**src/rtl/enc_pkg.sv**
```systemverilog
// Shared constants for the event encoder.
//   N_DEFAULT : default number of request lines
//   N_MAX     : largest supported number of request lines
//   idx_w()   : width of a binary index able to name any of n lines
package enc_pkg;

  localparam int N_DEFAULT = 4;
  localparam int N_MAX     = 16;

  function automatic int idx_w(input int n);
    return (n <= 2) ? 1 : $clog2(n);
  endfunction

endpackage

```
**src/rtl/enc_pick.sv**
```systemverilog
// Combinational selector: finds the first set bit of pend, starting the
// search at index start and wrapping around modulo N.
//   HIGH_FIRST = 1 : search walks downward (start, start-1, ...)
//   HIGH_FIRST = 0 : search walks upward   (start, start+1, ...)
// Ports:
//   pend  [N-1:0] : candidate vector
//   start [W-1:0] : first index examined
//   found         : some bit of pend is set
//   idx   [W-1:0] : selected index (0 when nothing found)
module enc_pick
  import enc_pkg::*;
#(
  parameter int N          = N_DEFAULT,
  parameter int W          = idx_w(N),
  parameter bit HIGH_FIRST = 1'b1
) (
  input  logic [N-1:0] pend,
  input  logic [W-1:0] start,
  output logic         found,
  output logic [W-1:0] idx
);

  int j;

  always_comb begin
    found = 1'b0;
    idx   = '0;
    j     = 0;
    for (int k = 0; k < N; k++) begin
      if (HIGH_FIRST) j = (int'(start) - k + N) % N;
      else            j = (int'(start) + k) % N;
      if (!found && pend[j[W-1:0]]) begin
        found = 1'b1;
        idx   = j[W-1:0];
      end
    end
  end

endmodule

```
**src/rtl/event_encoder.sv**
```systemverilog
// Event encoder: collects one-cycle event pulses on req into a pending
// vector and emits their binary indices one at a time over a valid/ready
// output slot.
// Build option: define EVENT_ENCODER_ROUND_ROBIN_EN for round-robin
// selection (search from last loaded index + 1, upward with wrap);
// otherwise the highest pending index wins.
// Ports:
//   clk, rst        : clock, synchronous active-high reset
//   en              : capture enable for req (queued events drain anyway)
//   req   [N-1:0]   : event pulses
//   code_valid      : code holds an emitted index
//   code_ready      : consumer accepts code on valid & ready
//   code  [W-1:0]   : emitted index (0 when not valid)
//   pending [N-1:0] : captured, not yet emitted events
//   drop_err        : sticky, an event coalesced into an already pending one
module event_encoder
  import enc_pkg::*;
#(
  parameter int N = N_DEFAULT,
  parameter int W = idx_w(N)
) (
  input  logic         clk,
  input  logic         rst,
  input  logic         en,
  input  logic [N-1:0] req,
  output logic         code_valid,
  input  logic         code_ready,
  output logic [W-1:0] code,
  output logic [N-1:0] pending,
  output logic         drop_err
);

  logic [N-1:0] pending_q, pending_d;
  logic [W-1:0] code_q, code_d;
  logic         code_valid_q, code_valid_d;
  logic         drop_err_q, drop_err_d;

  logic         pick_found;
  logic [W-1:0] pick_idx;
  logic [W-1:0] pick_start;

`ifdef EVENT_ENCODER_ROUND_ROBIN_EN
  logic [W-1:0] ptr_q, ptr_d;

  // Search begins one past the last loaded index, wrapping at N-1.
  assign pick_start = (ptr_q == W'(N - 1)) ? '0 : ptr_q + 1'b1;

  enc_pick #(.N(N), .W(W), .HIGH_FIRST(1'b0)) u_pick (
    .pend  (pending_q),
    .start (pick_start),
    .found (pick_found),
    .idx   (pick_idx)
  );
`else
  assign pick_start = W'(N - 1);

  enc_pick #(.N(N), .W(W), .HIGH_FIRST(1'b1)) u_pick (
    .pend  (pending_q),
    .start (pick_start),
    .found (pick_found),
    .idx   (pick_idx)
  );
`endif

  logic         slot_free;
  logic         load;
  logic [N-1:0] clr_mask;
  logic [N-1:0] set_mask;

  always_comb begin
    slot_free = !code_valid_q || code_ready;
    load      = slot_free && pick_found;
    clr_mask  = load ? ({{(N-1){1'b0}}, 1'b1} << pick_idx) : '0;
    set_mask  = en ? req : '0;

    // Setting wins over clearing so an event arriving as its index loads
    // is re-queued instead of lost.
    pending_d  = (pending_q & ~clr_mask) | set_mask;

    // A new pulse on a bit that stays pending merges into it: that event is lost.
    drop_err_d = drop_err_q | (|(set_mask & pending_q & ~clr_mask));

    code_d       = code_q;
    code_valid_d = code_valid_q;
    if (slot_free) begin
      code_valid_d = load;
      code_d       = load ? pick_idx : '0;
    end
  end

`ifdef EVENT_ENCODER_ROUND_ROBIN_EN
  always_comb begin
    ptr_d = load ? pick_idx : ptr_q;
  end

  always_ff @(posedge clk) begin
    if (rst) ptr_q <= W'(N - 1);
    else     ptr_q <= ptr_d;
  end
`endif

  always_ff @(posedge clk) begin
    if (rst) begin
      pending_q    <= '0;
      code_q       <= '0;
      code_valid_q <= 1'b0;
      drop_err_q   <= 1'b0;
    end else begin
      pending_q    <= pending_d;
      code_q       <= code_d;
      code_valid_q <= code_valid_d;
      drop_err_q   <= drop_err_d;
    end
  end

  assign code_valid = code_valid_q;
  assign code       = code_q;
  assign pending    = pending_q;
  assign drop_err   = drop_err_q;

endmodule

```
**config.mk**
```make
export PLATFORM = sky130hd
export DESIGN_NAME = event_encoder
export DESIGN_NICKNAME = d
export VERILOG_FILES = /design/src/rtl/enc_pkg.sv /design/src/rtl/enc_pick.sv /design/src/rtl/event_encoder.sv
export SDC_FILE = /design/constraint.sdc
export NUM_CORES = 1
export LEC_CHECK = 0
export ABC_AREA = 1
export BUFFER_PORTS_ARGS = -buffer_cell sky130_fd_sc_hd__buf_2
export CORE_AREA = 2 2 39 41
export DETAILED_ROUTE_END_ITERATION = 6
export DIE_AREA = 0 0 41 43
export GPL_TIMING_DRIVEN = 0
export PLACE_DENSITY_LB_ADDON = 0.25
export SYNTH_ARGS = -nofsm -noshare
export SYNTH_HDL_FRONTEND = slang
export SYNTH_SLANG_ARGS = --single-unit
```
**constraint.sdc**
```tcl
create_clock -name clk -period 1 [get_ports clk]
set_input_delay 0.05 -clock clk [delete_from_list [all_inputs] [get_ports clk]]
set_output_delay 0.05 -clock clk [all_outputs]
set_load 0.05 [all_outputs]
```
[Word level (Yosys, flattened, before mapping)]
Index checks and enable logic that the tools add are counted.
Word-level totals
  register bits after elaboration: 8
  input port bits: 8
  output and inout bits: 8
  logic and storage cells: 32
Operators by class
  shifts and indexed selects: 1
  mux-type cells: 11
  bitwise logic cells: 6
  reduce and logical (&&, ||, !) cells: 10
Operators with widths (number)
  4-bit bitwise AND: 3
  2-bit two-way mux: 5
  4-bit two-way mux: 2
  1-bit logical AND: 4
  1-bit zero test: 4
  1-bit two-way mux: 4
  4-bit NOT: 1
  4-bit bitwise OR: 1
  4-bit OR reduction: 1
  1-bit by 2-bit << shifter with 4-bit output (first input constant): 1
  1-bit logical OR: 1
  1-bit bitwise OR: 1

[Longest topological paths before layout]
  depth after elaboration: 16
  gate-level depth with buffers: 9
  depth with buffers taken out: 9

[By module]
A second synthesis with hierarchy kept.
Second synthesis, totals
  cell total of the unflattened synthesis: 116
  area, all modules: 696.9 sq um
By module, submodules not included
  event_encoder: times used 1, cells each 57, area each 369.1 sq um, seq. area each 160.2 sq um
  enc_pick: times used 1, cells each 59, area each 327.8 sq um, seq. area each 0.0 sq um

[Worst setup path after synthesis]
No wires, ideal clock.
  path type: register to register
  from: register pending_q[2] (netlist: pending[2])
  to: register drop_err_q (netlist: drop_err)
  library setup time: 0.109 ns
  arrival: 1.239 ns
  required time: 0.891 ns
  path slack: -0.348 ns
  stages on the path, launching flop included: 8
  path buffers: 0
  period minus slack after synthesis: 1.348 ns
  path through: dfxtp_1 nor2_2 nand3_2 nand4_1 nand2_1 nand3_1 nand2_1 inv_1
Between the ends
  word-level cells in the longest chain between the ends: 14
  elaborated cells between the ends (all ways): 19
  classes of those cells: 1 x shift; 7 x mux; 4 x bitwise; 7 x reduce/logical
Ends and longest elaborated chain
  start, declared: RTL line event_encoder.sv:33  | logic [N-1:0] pending_q, pending_d;
  start signal, assigned: RTL line event_encoder.sv:109  | pending_q <= pending_d;
  1-bit logical AND: RTL line enc_pick.sv:32  | if (!found && pend[j[W-1:0]]) begin
  1-bit two-way mux: RTL line enc_pick.sv:32
  1-bit zero test: RTL line enc_pick.sv:32
  1-bit logical AND: RTL line enc_pick.sv:32
  1-bit two-way mux: RTL line enc_pick.sv:32
  1-bit zero test: RTL line enc_pick.sv:32
  1-bit logical AND: RTL line enc_pick.sv:32
  2-bit two-way mux or 1-bit two-way mux (tied branches): RTL line enc_pick.sv:32
  1-bit by 2-bit << shifter with 4-bit output or 1-bit logical AND (tied branches): RTL line event_encoder.sv:73, event_encoder.sv:72
  4-bit two-way mux: RTL line event_encoder.sv:73  | clr_mask = load ? ({{(N-1){1'b0}}, 1'b1} << pick_idx) : '0;
  4-bit NOT: RTL line event_encoder.sv:81  | drop_err_d = drop_err_q | (|(set_mask & pending_q & ~clr_mask));
  4-bit bitwise AND *: RTL line event_encoder.sv:81
  4-bit OR reduction *: RTL line event_encoder.sv:81
  1-bit bitwise OR *: RTL line event_encoder.sv:81
  end signal, assigned: RTL line event_encoder.sv:112  | drop_err_q <= drop_err_d;
  end, declared: RTL line event_encoder.sv:36  | logic drop_err_q, drop_err_d;
Mark *: on every way between the ends. The rest lies on a longest branch, timed or not.
A chain may end at the register's enable or synchronous reset.

[Final worst setup path]
  from: register pending_q[3] (netlist: pending[3])
  to: register drop_err_q (netlist: drop_err)
Between the ends
  word-level cells in the longest chain between the ends: 16
  elaborated cells between the ends (all ways): 22
  classes of those cells: 1 x shift; 9 x mux; 4 x bitwise; 8 x reduce/logical
Ends and longest elaborated chain (RTL line)
  1-bit two-way mux: enc_pick.sv:32
  1-bit zero test: enc_pick.sv:32
  1-bit logical AND: enc_pick.sv:32
  1-bit two-way mux: enc_pick.sv:32
  1-bit zero test: enc_pick.sv:32
  1-bit logical AND: enc_pick.sv:32
  1-bit two-way mux: enc_pick.sv:32
  1-bit zero test: enc_pick.sv:32
  1-bit logical AND: enc_pick.sv:32
  2-bit two-way mux or 1-bit two-way mux (tied branches): enc_pick.sv:32
  1-bit by 2-bit << shifter with 4-bit output or 1-bit logical AND (tied branches): event_encoder.sv:73, event_encoder.sv:72
  4-bit two-way mux: event_encoder.sv:73
  4-bit NOT: event_encoder.sv:81
  4-bit bitwise AND *: event_encoder.sv:81
  4-bit OR reduction *: event_encoder.sv:81
  1-bit bitwise OR *: event_encoder.sv:81
Marked as above.

==> results.cfg <==
[final_layout]
final_util = 0.389
final_common_cell = buf_2
drive_gt1_frac = 0.438
n_antenna_cell = 0
nets = 82
syn_to_final_growth_pct = 44.8
layout_common_cells = buf_2, nand2_1, inv_1
post-route-cell-area_um2 = 538

[synth]
syn-cell-area_um2 = 372
netlist_instances = 53
yosysUniqueCellTypes = 13
yosysSeqAreaShare = 0.431
synth_nets = 61
synth_compound_area_frac = 0.108
yosys.area_share.adder = 0
synthMuxAreaShare = 0
ys_ff_latch = 8
synth_top_family_by_area = simple AND/OR/NAND/NOR gates
avgSynthCellArea_um2 = 7.01
synth_warnings = 0
synth-simple-area-share = 0.360
synth-xor-area-share = 0

[timing]
setup_viol = 1
slew-limit-headroom = 0.743
grt_setup_unrepaired = yes
fin_crit_ps = 1030
timing.hold.ws_ps = 33.5
fin_skew_ps = 8.90
clock.fmax_mhz = 975
tightest_slew_ps = 385
setup_tns_ps = -25.8
layout_setup_ws_ps = -25.8
fin_crit_sh = 1.03
slew_viol_final = 0
finalHoldViolCount = 0

[floorplan]
die_w_um = 41
io_pins = 16
die_h_um = 43
rows = 14
die_area_um2 = 1760
start_util = 0.269
fp.coreArea_um2 = 1380

[setup_path]
cp_num_buf_inv = 1
critPathKind = register to register
arrival_ps = 1190
crit_path_frequent_cell = nor2_1
cp-end-kind = register
worstPathRequired_ps = 1160
path_cells = nor2_4 -> nand3_2 -> nand2_2 -> nor2_1 -> nor2_1 -> nand3_1 -> nand2_1 -> inv_1
slowest_stage = dfxtp_4
crit-reg2reg-launch = pending[3]
cp_top_family = simple AND/OR/NAND/NOR gates
worstPathMaxFanout = 5
slowest_delay_ps = 360
start_kind = register
cp-startpoint = pending[3]

[clock_network]
holdBufCountCts = 0
cts_buffer_depth = 2
clockRootBuffer = clkbuf_4
clk-insertion-delay-late_ps = 260
cts_tree = done
clk_pin_slew_ps = 60
clock-sinks = 8
cts_inserted_buffers = 3
cts_htree_levels = 1

[routing]
dr.pass1.iters = 6
drt_iter0_markers = 10
wl_per_cell_um = 8.91
drc = 0
via_per_inst = 4.28
vias = 381
routed_wl_um = 793
route.antenna.remaining_nets = 0

[place]
hpwl_um = 589
gp_congestion = 0.716
port_buffers = 14
place_area_um2 = 485

[pwr]
power_density_nw_per_um2 = 1630
leakage_nw = 0.279
vdd_drop_max_uv = 793

[status]
violations = setup timing
status = complete, but fails checks

[global_routing]
antenna_found_initial = 0
grt.total_usage = 0.102
grt_pass1_wl_mm = 1.16
grt_max_degree = 9
overflow = 0
grt_pass1_vias = 289

[hold_path]
hold_path_class = input port to register
hold_start = req[3]

[job]
max_cap_viol_count = 0
## where the power goes
part           internal [mW]  leakage, nW  total, mW  switching (mW)
clock network          0.153       0.0150      0.273           0.120
registers              0.342       0.0692      0.362          0.0209
logic                 0.0746        0.195      0.242           0.168
total                  0.569        0.279      0.878           0.308
## what timing repair did
item                                    CTS  global route
pin swaps                                 1             3
endpoints found under the setup margin    1             2
cloned                                    0             0
gates resized for setup                   0             4
buffers inserted                          2             0
## synthesized netlist by cell type, drive strengths merged
cell	n	area share
nand3	6	0.094
a21oi	6	0.081
buf	1	0.010
nand4	2	0.034
nor2	5	0.057
dfxtp	8	0.43
nand2	14	0.18
o21ai	2	0.027
inv	9	0.091
## final timing paths
check	endpoint	cells past startpoint	slack [ps]
max	drop_err	8	-30
min	pending[3]	3	30
max reg2reg	drop_err	8	-30
min reg2reg	code[0]	2	490
## worst reg2reg max path, cell delays in order, from the launching register on
cell and delay, ps:
dfxtp_4 360, nor2_4 140, nand3_2 80, nand2_2 80, nor2_1 40, nor2_1 70, nand3_1 70, nand2_1 60
inv_1 30
## sequential cells by signal (all words and copies together) (netlist names)
| register | count |
|---|---|
| drop_err | 1 |
| pending | 4 |
| code | 2 |
| code_valid | 1 |
## metrics by stage
step                instances  total power [mW]  setup slack [ps]
CTS                        89             0.884             -17.7
global route               89             0.926              -141
finish                     89             0.878             -25.8
global placement           83             0.591             -43.4
floorplan                  53             0.540             -39.7
detailed placement         83             0.592             -25.4
## area by class of cell
cell class                      count  area (µm²)
Sequential cell                     8         179
Fill cell                         152         846
Inverter                            9        33.8
Multi-Input combinational cell     35         190
Tap cell                           16        20.0
Buffer                              1        3.75
Timing Repair Buffer               16        85.1
Clock buffer                        4        26.3
## logic make-up (layout without fill, tap and decap cells)
group	after synthesis	count (layout)
buf+inv	10	30
flops	8	8
simple gates	27	27
compound gates	8	8
## metal layers
metal	vias up	GRT usage	routed length, µm
met4	0	0.0600	0
li1	209	-	-
met3	0	0.0628	78
met2	18	0.109	333
met1	154	0.146	381
met5	-	0	0
Note: power is estimated with default switching activity, not from simulation.
